File: src/rtl/boot_pkg.sv
// Shared types and constants for the boot sequencer: session state encoding
// and the default counter width with its saturation value.
package boot_pkg;

   typedef enum logic [2:0] {
      ST_IDLE,
      ST_CLEAR,
      ST_LOAD,
      ST_RUN,
      ST_CHK_REQ,
      ST_CHK_CMP,
      ST_DONE
   } state_e;

   localparam int unsigned CNT_WIDTH_DEF = 16;
   localparam logic [CNT_WIDTH_DEF-1:0] MAX_CNT = '1;

endpackage

File: src/rtl/cycle_counter.sv
// Loadable down-counter with a zero flag; it stops at zero rather than
// wrapping, so a stray decrement can never restart a phase.
module cycle_counter #(
   parameter int unsigned WIDTH = 16
) (
   input  logic             clk,
   input  logic             rst,
   input  logic             load_i,
   input  logic [WIDTH-1:0] load_val_i,
   input  logic             dec_i,
   output logic [WIDTH-1:0] count_o,
   output logic             zero_o
);

   logic [WIDTH-1:0] count_q;
   logic [WIDTH-1:0] count_d;

   always_comb begin
      count_d = count_q;
      if (load_i) begin
         count_d = load_val_i;
      end else if (dec_i && (count_q != '0)) begin
         count_d = count_q - WIDTH'(1);
      end
   end

   // NOTE: sequential state uses non-blocking assignments; reset is synchronous.
   always_ff @(posedge clk) begin
      if (rst) begin
         count_q <= '0;
      end else begin
         count_q <= count_d;
      end
   end

   assign count_o = count_q;
   assign zero_o  = (count_q == '0);

endmodule

File: src/rtl/boot_sequencer.sv
// Bring-up session controller: holds the CPU in reset, clears and loads RAM,
// runs the CPU for a fixed budget, then checks RAM against expected values.
module boot_sequencer
   import boot_pkg::*;
#(
   parameter int unsigned DATA_WIDTH  = 16,
   parameter int unsigned ADDR_WIDTH  = 16,
   parameter int unsigned CLEAR_DEPTH = 256,
   parameter int unsigned CNT_WIDTH   = CNT_WIDTH_DEF
) (
   input  logic                  clk,
   input  logic                  rst,
   input  logic                  start,
   input  logic [CNT_WIDTH-1:0]  run_cycles,
   input  logic                  ld_valid,
   output logic                  ld_ready,
   input  logic [ADDR_WIDTH-1:0] ld_addr,
   input  logic [DATA_WIDTH-1:0] ld_data,
   input  logic                  ld_last,
   input  logic                  chk_valid,
   output logic                  chk_ready,
   input  logic [ADDR_WIDTH-1:0] chk_addr,
   input  logic [DATA_WIDTH-1:0] chk_data,
   input  logic                  chk_last,
   output logic                  mem_we,
   output logic [ADDR_WIDTH-1:0] mem_addr,
   output logic [DATA_WIDTH-1:0] mem_wdata,
   input  logic [DATA_WIDTH-1:0] mem_rdata,
   output logic                  cpu_rst,
   output logic                  busy,
   output logic                  done,
   output logic                  pass,
   output logic [CNT_WIDTH-1:0]  err_count,
   output logic [ADDR_WIDTH-1:0] first_err_addr
);

   localparam int unsigned CTR_WIDTH = (CNT_WIDTH > ADDR_WIDTH) ? CNT_WIDTH : ADDR_WIDTH;
   localparam logic [CTR_WIDTH-1:0] CLEAR_LAST = CTR_WIDTH'(CLEAR_DEPTH - 1);
   localparam logic [CNT_WIDTH-1:0] ERR_MAX    = '1;

   state_e                state_q, state_d;
   logic [CNT_WIDTH-1:0]  budget_q, budget_d;
   logic [DATA_WIDTH-1:0] exp_data_q, exp_data_d;
   logic [ADDR_WIDTH-1:0] exp_addr_q, exp_addr_d;
   logic                  exp_last_q, exp_last_d;
   logic [CNT_WIDTH-1:0]  err_q, err_d;
   logic [ADDR_WIDTH-1:0] first_err_q, first_err_d;

   logic                  ctr_load;
   logic [CTR_WIDTH-1:0]  ctr_load_val;
   logic                  ctr_dec;
   logic [CTR_WIDTH-1:0]  ctr_count;
   logic                  ctr_zero;
   logic                  idle_like;
   logic                  ld_fire;
   logic                  chk_fire;
   logic [ADDR_WIDTH-1:0] clear_addr;

   assign idle_like = (state_q == ST_IDLE) || (state_q == ST_DONE);
   assign ld_fire   = (state_q == ST_LOAD) && ld_valid;
   assign chk_fire  = (state_q == ST_CHK_REQ) && chk_valid;
   // The counter runs down, so the ascending clear address is its complement.
   assign clear_addr = ADDR_WIDTH'(CLEAR_LAST - ctr_count);

   cycle_counter #(
      .WIDTH(CTR_WIDTH)
   ) u_cycle_counter (
      .clk       (clk),
      .rst       (rst),
      .load_i    (ctr_load),
      .load_val_i(ctr_load_val),
      .dec_i     (ctr_dec),
      .count_o   (ctr_count),
      .zero_o    (ctr_zero)
   );

   always_ff @(posedge clk) begin
      if (rst) begin
         state_q <= ST_IDLE;
      end else begin
         state_q <= state_d;
      end
   end

   // NOTE: every comb output gets a default before the case so no latch is inferred.
   always_comb begin
      state_d = state_q;
      case (state_q)
         ST_IDLE, ST_DONE: if (start) state_d = ST_CLEAR;
         ST_CLEAR:         if (ctr_zero) state_d = ST_LOAD;
         ST_LOAD: begin
            if (ld_fire && ld_last) begin
               state_d = (budget_q == '0) ? ST_CHK_REQ : ST_RUN;
            end
         end
         ST_RUN:           if (ctr_zero) state_d = ST_CHK_REQ;
         ST_CHK_REQ:       if (chk_fire) state_d = ST_CHK_CMP;
         ST_CHK_CMP:       state_d = exp_last_q ? ST_DONE : ST_CHK_REQ;
         default:          state_d = ST_IDLE;
      endcase
   end

   always_comb begin
      cpu_rst   = (state_q != ST_RUN);
      busy      = !idle_like;
      done      = (state_q == ST_DONE);
      pass      = (state_q == ST_DONE) && (err_q == '0);
      ld_ready  = (state_q == ST_LOAD);
      chk_ready = (state_q == ST_CHK_REQ);
      mem_we    = 1'b0;
      mem_addr  = '0;
      mem_wdata = '0;
      case (state_q)
         ST_CLEAR: begin
            mem_we   = 1'b1;
            mem_addr = clear_addr;
         end
         ST_LOAD: begin
            if (ld_valid) begin
               mem_we    = 1'b1;
               mem_addr  = ld_addr;
               mem_wdata = ld_data;
            end
         end
         ST_CHK_REQ: if (chk_valid) mem_addr = chk_addr;
         default: ;
      endcase
   end

   // Counter sequencing: clear length on start, run budget on the last load beat.
   always_comb begin
      ctr_load     = 1'b0;
      ctr_load_val = '0;
      ctr_dec      = 1'b0;
      case (state_q)
         ST_IDLE, ST_DONE: begin
            if (start) begin
               ctr_load     = 1'b1;
               ctr_load_val = CLEAR_LAST;
            end
         end
         ST_CLEAR, ST_RUN: ctr_dec = !ctr_zero;
         ST_LOAD: begin
            if (ld_fire && ld_last && (budget_q != '0)) begin
               ctr_load     = 1'b1;
               ctr_load_val = CTR_WIDTH'(budget_q) - CTR_WIDTH'(1);
            end
         end
         default: ;
      endcase
   end

   always_comb begin
      budget_d    = budget_q;
      exp_data_d  = exp_data_q;
      exp_addr_d  = exp_addr_q;
      exp_last_d  = exp_last_q;
      err_d       = err_q;
      first_err_d = first_err_q;
      if (idle_like && start) begin
         budget_d    = run_cycles;
         err_d       = '0;
         first_err_d = '0;
      end
      if (chk_fire) begin
         exp_data_d = chk_data;
         exp_addr_d = chk_addr;
         exp_last_d = chk_last;
      end
      if ((state_q == ST_CHK_CMP) && (mem_rdata != exp_data_q)) begin
         if (err_q != ERR_MAX) err_d = err_q + CNT_WIDTH'(1);
         if (err_q == '0) first_err_d = exp_addr_q;
      end
   end

   always_ff @(posedge clk) begin
      if (rst) begin
         budget_q    <= '0;
         exp_data_q  <= '0;
         exp_addr_q  <= '0;
         exp_last_q  <= 1'b0;
         err_q       <= '0;
         first_err_q <= '0;
      end else begin
         budget_q    <= budget_d;
         exp_data_q  <= exp_data_d;
         exp_addr_q  <= exp_addr_d;
         exp_last_q  <= exp_last_d;
         err_q       <= err_d;
         first_err_q <= first_err_d;
      end
   end

   assign err_count      = err_q;
   assign first_err_addr = first_err_q;

endmodule
File: config.mk
export PLATFORM = sky130hd
export DESIGN_NAME = boot_sequencer
export DESIGN_NICKNAME = d
export VERILOG_FILES = /design/src/rtl/boot_pkg.sv /design/src/rtl/cycle_counter.sv /design/src/rtl/boot_sequencer.sv
export SDC_FILE = /design/constraint.sdc
export NUM_CORES = 1
export LEC_CHECK = 0
export CAP_MARGIN = 25
export CORE_ASPECT_RATIO = 1.2
export CORE_MARGIN = 2
export CORE_UTILIZATION = 50
export CTS_CLUSTER_SIZE = 20
export DETAILED_ROUTE_END_ITERATION = 6
export PLACE_DENSITY_LB_ADDON = 0.15
export SLEW_MARGIN = 20
export SYNTH_ARGS = -nofsm -noshare
export SYNTH_HDL_FRONTEND = slang
export SYNTH_SLANG_ARGS = --single-unit
File: constraint.sdc
create_clock -name clk -period 4.2 [get_ports clk]
set_input_delay 0.63 -clock clk [delete_from_list [all_inputs] [get_ports clk]]
set_output_delay 0.63 -clock clk [all_outputs]
set_load 0.01 [all_outputs]
After elaboration in Yosys (flattened, before gate mapping)
Index checks and enable logic that the tools add are counted.
{"block": "word_totals", "regBits": 100, "inputBits": 103, "output_inout_bits": 71, "wordCells": 77}
{"block": "classes", "add_sub_neg": 4, "n_eq_ne": 14, "mux": 30, "n_reduce_logical": 21}
{"op": "$mux W16", "n": 13}
{"op": "$logic_not A16 Y1", "n": 3}
{"op": "$pmux W16 S3", "n": 1}
{"op": "$pmux W16 S2", "n": 1}
{"op": "$reduce_bool A16 Y1", "n": 2}
{"op": "$sub A16 B1 Y16 const B", "n": 2}
{"op": "$mux W3", "n": 6}
{"op": "$pmux W3 S6", "n": 1}
{"op": "$add A16 B1 Y16 const B", "n": 1}
{"op": "$ne A16 B16 Y1", "n": 1}
{"op": "$ne A16 B16 Y1 const B", "n": 1}
{"op": "$sub A8 B16 Y16 const A", "n": 1}
{"op": "$eq A3 B3 Y1 const B", "n": 3}
{"op": "$logic_and A1 B1 Y1", "n": 8}
{"op": "$mux W8", "n": 1}
{"op": "$eq A3 B2 Y1 const B", "n": 2}
{"op": "$ne A2 B2 Y1 const B", "n": 3}
{"op": "$reduce_and A5 Y1", "n": 1}
{"op": "$mux W1", "n": 4}
{"op": "$ne A2 B1 Y1 const B", "n": 2}
{"op": "$pmux W1 S2", "n": 2}
{"op": "$reduce_or A2 Y1", "n": 2}
{"op": "$eq A3 B1 Y1 const B", "n": 1}
{"op": "$logic_not A3 Y1", "n": 1}
{"op": "other kinds (5)", "n": 6}

Longest topological paths before layout
Gate-level depths: netlist of run 1.
{"block": "depth", "depth_word": 7, "mapped_depth": 8, "ltp_nobuf": 7}

Cells and area by module
Synthesis of run 1 repeated with hierarchy kept, for this count alone.
{"block": "hier_totals", "cells_unflattened": 739, "area_unflattened_um2": 5808.1}
{"module": "boot_sequencer", "n_inst": 1, "cells_each": 609, "area_per_inst_um2": 4664.5, "seq_area_each_um2": 1681.6}
{"module": "cycle_counter", "n_inst": 1, "cells_each": 130, "area_per_inst_um2": 1143.6, "seq_area_each_um2": 320.3}

Worst setup path before layout of run 1
Ideal clock, no wire load.
{"block": "synth_timing", "path_type": "reg-to-output", "startpoint": "register state_q[2]", "endpoint": "output port mem_addr[10]", "arrival_ps": 1701, "t_required_ps": 3570, "setup_slack_ps": 1869, "path_stages_with_launch": 9, "n_path_buf": 3, "cell_sequence": "dfxtp_1 -> buf_2 -> inv_1 -> nor3_1 -> and2_1 -> clkbuf_1 -> buf_2 -> nand2_1 -> o211ai_1"}
{"block": "synth_between", "elab_chain_cells": 2, "elab_cells_between_ends": 4, "classes_between": "eq/ne: 3; mux: 1"}
{"item": "start: declaration", "line": "boot_sequencer.sv:41", "rtl": "state_e state_q, state_d;"}
{"item": "start signal: assignment", "line": "boot_sequencer.sv:81", "rtl": "state_q <= state_d;"}
{"item": "$eq A3 B3 Y1"}
{"item": "net chk_ready", "line": "boot_sequencer.sv:21", "rtl": "output logic chk_ready,"}
{"item": "$pmux W16 S3", "line": "boot_sequencer.sv:113", "rtl": "case (state_q)"}
{"item": "end: declaration", "line": "boot_sequencer.sv:26", "rtl": "output logic [ADDR_WIDTH-1:0] mem_addr,"}
The timed path passes the listed nets, and every way through them passes these cells.

Final worst setup path of run 1
{"block": "layout_timing", "startpoint": "register state_q[2]", "endpoint": "output port mem_addr[2]"}
{"block": "layout_between", "elab_chain_cells": 2, "elab_cells_between_ends": 4, "classes_between": "eq/ne: 3; mux: 1"}
{"item": "$eq A3 B3 Y1, or another cell as far along", "line": "boot_sequencer.sv:113"}
{"item": "$pmux W16 S3 *", "line": "boot_sequencer.sv:113"}
Every way passes the cells marked *; elsewhere a longest branch is shown, timed or not.

==> results of run 1 <==
[Yosys cell counts, drive strengths merged (2+ instances only)]
| cell | number | area (um^2) |
|---|---|---|
| and2 | 4 | 25.0 |
| o41ai | 2 | 17.5 |
| o21a | 2 | 15.0 |
| xor2 | 30 | 263 |
| o32ai | 5 | 51.3 |
| mux2i | 2 | 20.0 |
| nor4 | 30 | 236 |
| o221a | 2 | 22.5 |
| dfxtp | 100 | 2000 |
| nor2 | 16 | 67.6 |
| and4 | 4 | 37.5 |
| mux2 | 3 | 37.5 |
| nor3 | 14 | 70.1 |
| a21oi | 69 | 345 |
| a311oi | 3 | 26.3 |
| o21ai | 11 | 55.1 |
| nand3 | 20 | 110 |
| nand2 | 164 | 616 |
| nor4b | 3 | 38.8 |
| a221oi | 2 | 17.5 |
| buf | 21 | 113 |
| a31oi | 8 | 50.1 |
| o211ai | 26 | 195 |
| a31o | 2 | 17.5 |
| a41o | 17 | 170 |
| xnor2 | 13 | 114 |
| ha | 6 | 75.1 |
| nor3b | 4 | 46.3 |
| and3 | 23 | 144 |
| or3 | 5 | 31.3 |
| nor2b | 3 | 21.3 |
| nand4 | 8 | 56.3 |
| nand3b | 2 | 15.0 |
| o31ai | 6 | 45.0 |
| or4 | 7 | 52.6 |
| clkbuf | 34 | 128 |
| inv | 14 | 52.6 |
[worst min-delay path by stage]
stage | slack (ps) | start | end
finish | 460 | exp_addr_q[10]$_SDFFE_PP0P_ | exp_addr_q[10]$_SDFFE_PP0P_
global route | 470 | exp_addr_q[10]$_SDFFE_PP0P_ | exp_addr_q[10]$_SDFFE_PP0P_
CTS | 460 | exp_addr_q[10]$_SDFFE_PP0P_ | exp_addr_q[10]$_SDFFE_PP0P_
detailed placement | 450 | exp_addr_q[10]$_SDFFE_PP0P_ | exp_addr_q[10]$_SDFFE_PP0P_
global placement | 450 | exp_last_q$_SDFFE_PP0P_ | exp_last_q$_SDFFE_PP0P_
floorplan | 440 | exp_addr_q[0]$_SDFFE_PP0P_ | exp_addr_q[0]$_SDFFE_PP0P_
[routing by layer]
metal  part of all wire [%]  vias to the layer above
li1                       -                     2833
met1                     40                     2760
met2                     50                      238
met3                    6.1                       44
met4                    3.8                        0
met5                      0                        -
[worst reg2reg max path: stages, from the launching register on]
cell	delay [ps]
dfxtp_1	450
ha_1	260
inv_1	100
nor4_4	530
a41o_1	570
o21ai_1	290
a311oi_1	360
[power by group]
part | leakage [nW] | switching [mW] | total [mW] | internal, mW
Combinational | 1.83 | 0.445 | 0.836 | 0.391
Clock | 0.159 | 0.350 | 0.886 | 0.536
Sequential | 0.810 | 0.0847 | 1.09 | 1.00
Total | 2.80 | 0.880 | 2.81 | 1.93
[kinds of logic after synthesis]
group | count (synthesis) | share of synthesized area [%]
mux | 5 | 1.03
fa+ha+maj | 6 | 1.35
xor+xnor | 43 | 6.76
compound gates | 169 | 20.7
simple gates | 312 | 28.9
buf+inv | 70 | 5.33
flops | 100 | 36.0
[cell type report]
type	instances	area, um^2
inverter	15	56.3
timing repair buffer	181	1810
fill	892	3310
sequential	100	2000
multi-input combinational	535	3280
clock buffer	11	243
tap	132	165
clock inverter	5	75.1
[registers in the layout (all words and copies together), names as in the netlist]
signal and flops:
budget_q 16, err_count 16, exp_addr_q 16, exp_data_q 16, first_err_addr 16, u_cycle_counter.count_o 16
state_q 3, exp_last_q 1
[stage by stage]
step / setup WS, ps / utilization (%) / hold slack (ps) / instances / area [um^2]
floorplan: 1870 / - / 437 / 705 / 5570
global placement: 966 / 66.5 / 451 / 962 / 7270
detailed placement: 887 / 66.8 / 448 / 963 / 7300
CTS: 697 / 69.7 / 457 / 979 / 7620
global route: 463 / 69.8 / 470 / 979 / 7620
finish: 651 / 69.8 / 458 / 979 / 7620
==> results.ini, run 1 <==
[routing]
vias = 5875
first_pass_iters = 5
wirelength_um = 17000
drt-initial-drc-count = 343
postRouteAntennaNets = 0
wl_per_cell_um = 17.4
post-route-drc-count = 0
routed_via_density = 6.00

[sta]
final.period_utilization_pct = 84.5
rsz0062_at_grt = no
finalSetupTns_ps = 0
slew_violations = 0
setup_viol = 0
fin_skew_ps = 6.31
final-hold-violation-count = 0
max_slew_margin_pct = 43.1
tightest_slew_ps = 848
min_period_ps = 3550
fmax_mhz = 282

[worst_setup_path]
slowest_stage = and2_1
worstPathCellList = inv_1 -> nor3_1 -> and2_1 -> nand2_1 -> o211ai_1 -> clkdlybuf4s50_1
max_stage_delay_ps = 670
endpoint_kind = primary output
r2r-start = err_count[1]$_SDFF_PP0_
cp-start-kind = flip-flop
rr_worst_depth = 6
worstReg2RegEnd = err_count[2]$_SDFF_PP0_
worstSetupStartpoint = state_q[2]$_SDFFE_PP0P_
cp_max_fo = 18
worstSetupEndpoint = mem_addr[2]
rrSetupSlack_ps = 1540
cp_data_required_time_ps = 3570
cp.depth = 6
critical_path_class = reg -> out
arrival_ps = 2920
crit_family = simple AND/OR/NAND/NOR gates
critPathBufInv = 2

[floorplanning]
io_pins = 174
row_count = 42
start_util_pct = 50.9
die_h_um = 120
coreArea_um2 = 10900
die-area_um2 = 12000
die_x_um = 100

[min_path]
hold_path_depth = 2
hold_class = reg -> reg

[clock_network]
postCtsSetupRepairBufs = 0
cts-root-buf = clkbuf_16
cts_repair_resize_count = 0
cts_made_buffers = 9
htreeDepth = 3
numClockSinks = 100
clk_latency_ps = 340
path_clk_slew_ps = 60
cts_tree = yes
holdBufCountCts = 0
clk_path_buf_depth = 2

[logic_synthesis]
yosysWarnings = 0
ys_seq_area_share_pct = 36.0
synth_edf_count = 0
synth.cell_area_um2 = 5570
synth_cells = 705
yosysUniqueCellTypes = 74
ys_ff_latch = 100
syn-num-nets = 814
synth_flop_cell = dfxtp_1
avgSynthCellArea_um2 = 7.90
async_reset_ff_share_pct = 0

[global_route]
grt_pass1_vias = 5639
busiest_layer = met2
use_met1_pct = 34.6
antenna_found_initial = 1
grt_max_degree = 76
grt_pass1_wl_um = 27300
grt_usage_pct = 28.0
grt.met2_usage_pct = 47.7
overflow = 0
grtUsageMet3_pct = 3.73

[layout]
layout.nets = 951
final_common_cell = clkdlybuf4s50_1
num_antenna_cells = 0
mostFrequentLayoutCells = clkdlybuf4s50_1 (172), nand2_1 (164), dfxtp_1 (100)
drive_gt1_share_pct = 5.67
area_delta_synth_final_pct = 36.9

[place]
gp_congestion = 0.915
port_buffers = 173
dp_hpwl_um = 12600

[power_and_ir_drop]
p_total_mw = 2.81
ir_drop_v = 0.000221
p_leak_nw = 2.80
p_per_area_nw_per_um2 = 368

[outcome]
status = complete, no violations

[flow_run]
maxCapViolCount = 0

Note: power is estimated with default switching activity, not from simulation.
==> run 2: changes to the inputs <==
--- a/config.mk
+++ b/config.mk
@@ -8,7 +8,7 @@
 export CAP_MARGIN = 25
 export CORE_ASPECT_RATIO = 1.2
 export CORE_MARGIN = 2
-export CORE_UTILIZATION = 50
+export CORE_UTILIZATION = 43
 export CTS_CLUSTER_SIZE = 20
 export DETAILED_ROUTE_END_ITERATION = 6
 export PLACE_DENSITY_LB_ADDON = 0.15
==> constraint.sdc (replaced) <==
create_clock -name clk -period 3 [get_ports clk]
set_input_delay 0.45 -clock clk [delete_from_list [all_inputs] [get_ports clk]]
set_output_delay 0.45 -clock clk [all_outputs]
set_load 0.01 [all_outputs]
==> run 2 against run 1 <==
Compared with the run above: routed wire length rose by 0.39%; clock skew rose by 2.2 ps; worst hold slack improved by 4.2 ps; critical path depth rose by 1; via count fell by 1.3%.
==> results.ini, run 2 (same netlist as run 1, synthesis figures left out) <==
[routing]
first_pass_iters = 5  ; unchanged
postRouteAntennaNets = 0  ; unchanged
post-route-drc-count = 0  ; unchanged
vias = 5797  ; was 5875
drt-initial-drc-count = 278  ; was 343
wl_per_cell_um = 16.7  ; was 17.4 um
wirelength_um = 17100  ; was 17000 um
routed_via_density = 5.66  ; was 6.00

[sta]
final.period_utilization_pct = 96.9
max_slew_margin_pct = 36.9  ; was 43.1%
min_period_ps = 2910
finalSetupTns_ps = 0  ; unchanged
final-hold-violation-count = 0  ; unchanged
slew_violations = 0  ; unchanged
rsz0062_at_grt = no  ; unchanged
fmax_mhz = 344
fin_skew_ps = 8.52  ; was 6.31 ps
setup_viol = 0  ; unchanged
tightest_slew_ps = 940  ; was 848 ps

[clock_network]
htreeDepth = 3  ; unchanged
cts-root-buf = clkbuf_16  ; unchanged
numClockSinks = 100  ; unchanged
clk_path_buf_depth = 2  ; unchanged
holdBufCountCts = 0  ; unchanged
path_clk_slew_ps = 70  ; was 60 ps
cts_tree = yes  ; unchanged
cts_made_buffers = 9  ; unchanged
clk_latency_ps = 350  ; was 340 ps

[worst_setup_path]
slowest_stage = clkdlybuf4s50_1  ; was and2_1
critical_path_class = reg -> out  ; unchanged
arrival_ps = 2460  ; was 2920 ps
critPathBufInv = 3  ; was 2
cp_data_required_time_ps = 2550  ; was 3570 ps
cp-start-kind = flip-flop  ; unchanged
crit_family = buffers and inverters  ; was simple AND/OR/NAND/NOR gates
cp_max_fo = 12  ; was 18
max_stage_delay_ps = 590  ; was 670 ps
endpoint_kind = primary output  ; unchanged
worstPathCellList = inv_1 -> nor3_1 -> and2_2 -> buf_4 -> nand2_1 -> o211ai_1 -> clkdlybuf4s50_1  ; was inv_1 -> nor3_1 -> and2_1 -> nand2_1 -> o211ai_1 -> clkdlybuf4s50_1

[global_route]
overflow = 0  ; unchanged
antenna_found_initial = 0  ; was 1
grt_usage_pct = 24.0  ; was 28.0%
grt_pass1_vias = 5263  ; was 5639
grt_max_degree = 76  ; unchanged
grt_pass1_wl_um = 26700  ; was 27300 um

[floorplanning]
die_h_um = 129  ; was 120 um
die-area_um2 = 13900  ; was 12000 um^2
start_util_pct = 44.0  ; was 50.9%
row_count = 45  ; was 42
die_x_um = 108  ; was 100 um
coreArea_um2 = 12700  ; was 10900 um^2
io_pins = 174  ; unchanged

[place]
port_buffers = 173  ; unchanged
gp_congestion = 0.861  ; was 0.915
place_inst = 1008  ; was 963
dp_hpwl_um = 12900  ; was 12600 um

[min_path]
hold_class = reg -> reg  ; unchanged

[outcome]
status = complete, no violations  ; unchanged

[layout]
drive_gt1_share_pct = 7.56  ; was 5.67%
mostFrequentLayoutCells = clkdlybuf4s50_1 (172), nand2_1 (163), dfxtp_1 (99)  ; was clkdlybuf4s50_1 (172), nand2_1 (164), dfxtp_1 (100)
num_antenna_cells = 0  ; unchanged
area_delta_synth_final_pct = 39.4  ; was 36.9%
final_common_cell = clkdlybuf4s50_1  ; unchanged
layoutNonFillerInstCount = 1024  ; was 979
layout.nets = 964  ; was 951

[power_and_ir_drop]
ir_drop_v = 0.000358  ; was 0.000221 V
p_leak_nw = 2.87  ; was 2.80 nW
p_per_area_nw_per_um2 = 512  ; was 368 nW/um^2

[flow_run]
maxCapViolCount = 0  ; unchanged

run 2: layer usage:
layer	up-vias	wire length (um)	GRT usage, %
met5	-	0	0
met4	0	529	10.3
met3	33	707	2.63
met2	175	8620	41.2
met1	2727	7240	30.5
li1	2862	-	-
run 2: repair_timing:
item | CTS | global route
buffers inserted | 0 | 0
setup endpoints to repair | 12 | 16
gates resized for setup | 1 | 3
run 2: report_power, final:
| group | leakage, nW | total [mW] | switching, mW | internal, mW |
|---|---|---|---|---|
| Sequential | 0.811 | 1.52 | 0.117 | 1.40 |
| Clock | 0.156 | 1.27 | 0.531 | 0.736 |
| Combinational | 1.91 | 1.19 | 0.621 | 0.569 |
run 2: through the flow:
step	setup slack [ps]	area (um^2)	hold WS, ps	power [mW]	util [%]
floorplan	849	5570	437	2.24	-
global placement	285	7420	450	2.69	58.6
detailed placement	259	7420	453	2.72	58.6
CTS	4.85	7750	464	3.98	61.2
global route	6.19	7760	486	4.17	61.3
finish	91.9	7760	462	3.98	61.3
run 2: path summary, 6_finish.rpt:
path / slack (ps) / depth (start not counted) / start / to
setup / recovery: 90 / 7 / state_q[2]$_SDFFE_PP0P_ / mem_addr[6]
hold / removal: 460 / 2 / exp_last_q$_SDFFE_PP0P_ / exp_last_q$_SDFFE_PP0P_
setup reg to reg: 410 / 6 / err_count[1]$_SDFF_PP0_ / err_count[6]$_SDFF_PP0_
hold reg to reg: 460 / 2 / exp_last_q$_SDFFE_PP0P_ / exp_last_q$_SDFFE_PP0P_
run 2: final cells by class:
| type | instances | area (um^2) |
|---|---|---|
| repair buffers | 194 | 1880 |
| fillers | 1159 | 4910 |
| inverters | 15 | 56.3 |
| clock inverters | 7 | 98.8 |
| well taps | 164 | 205 |
| multi-input cells | 535 | 3290 |
| clock buffers | 9 | 225 |
| flip-flops and latches | 100 | 2000 |
run 2: tightest hold or removal path: stages, from the launching register on:
cell and delay (ps):
dfxtp_1 310, nand2_1 50, a21oi_1 50
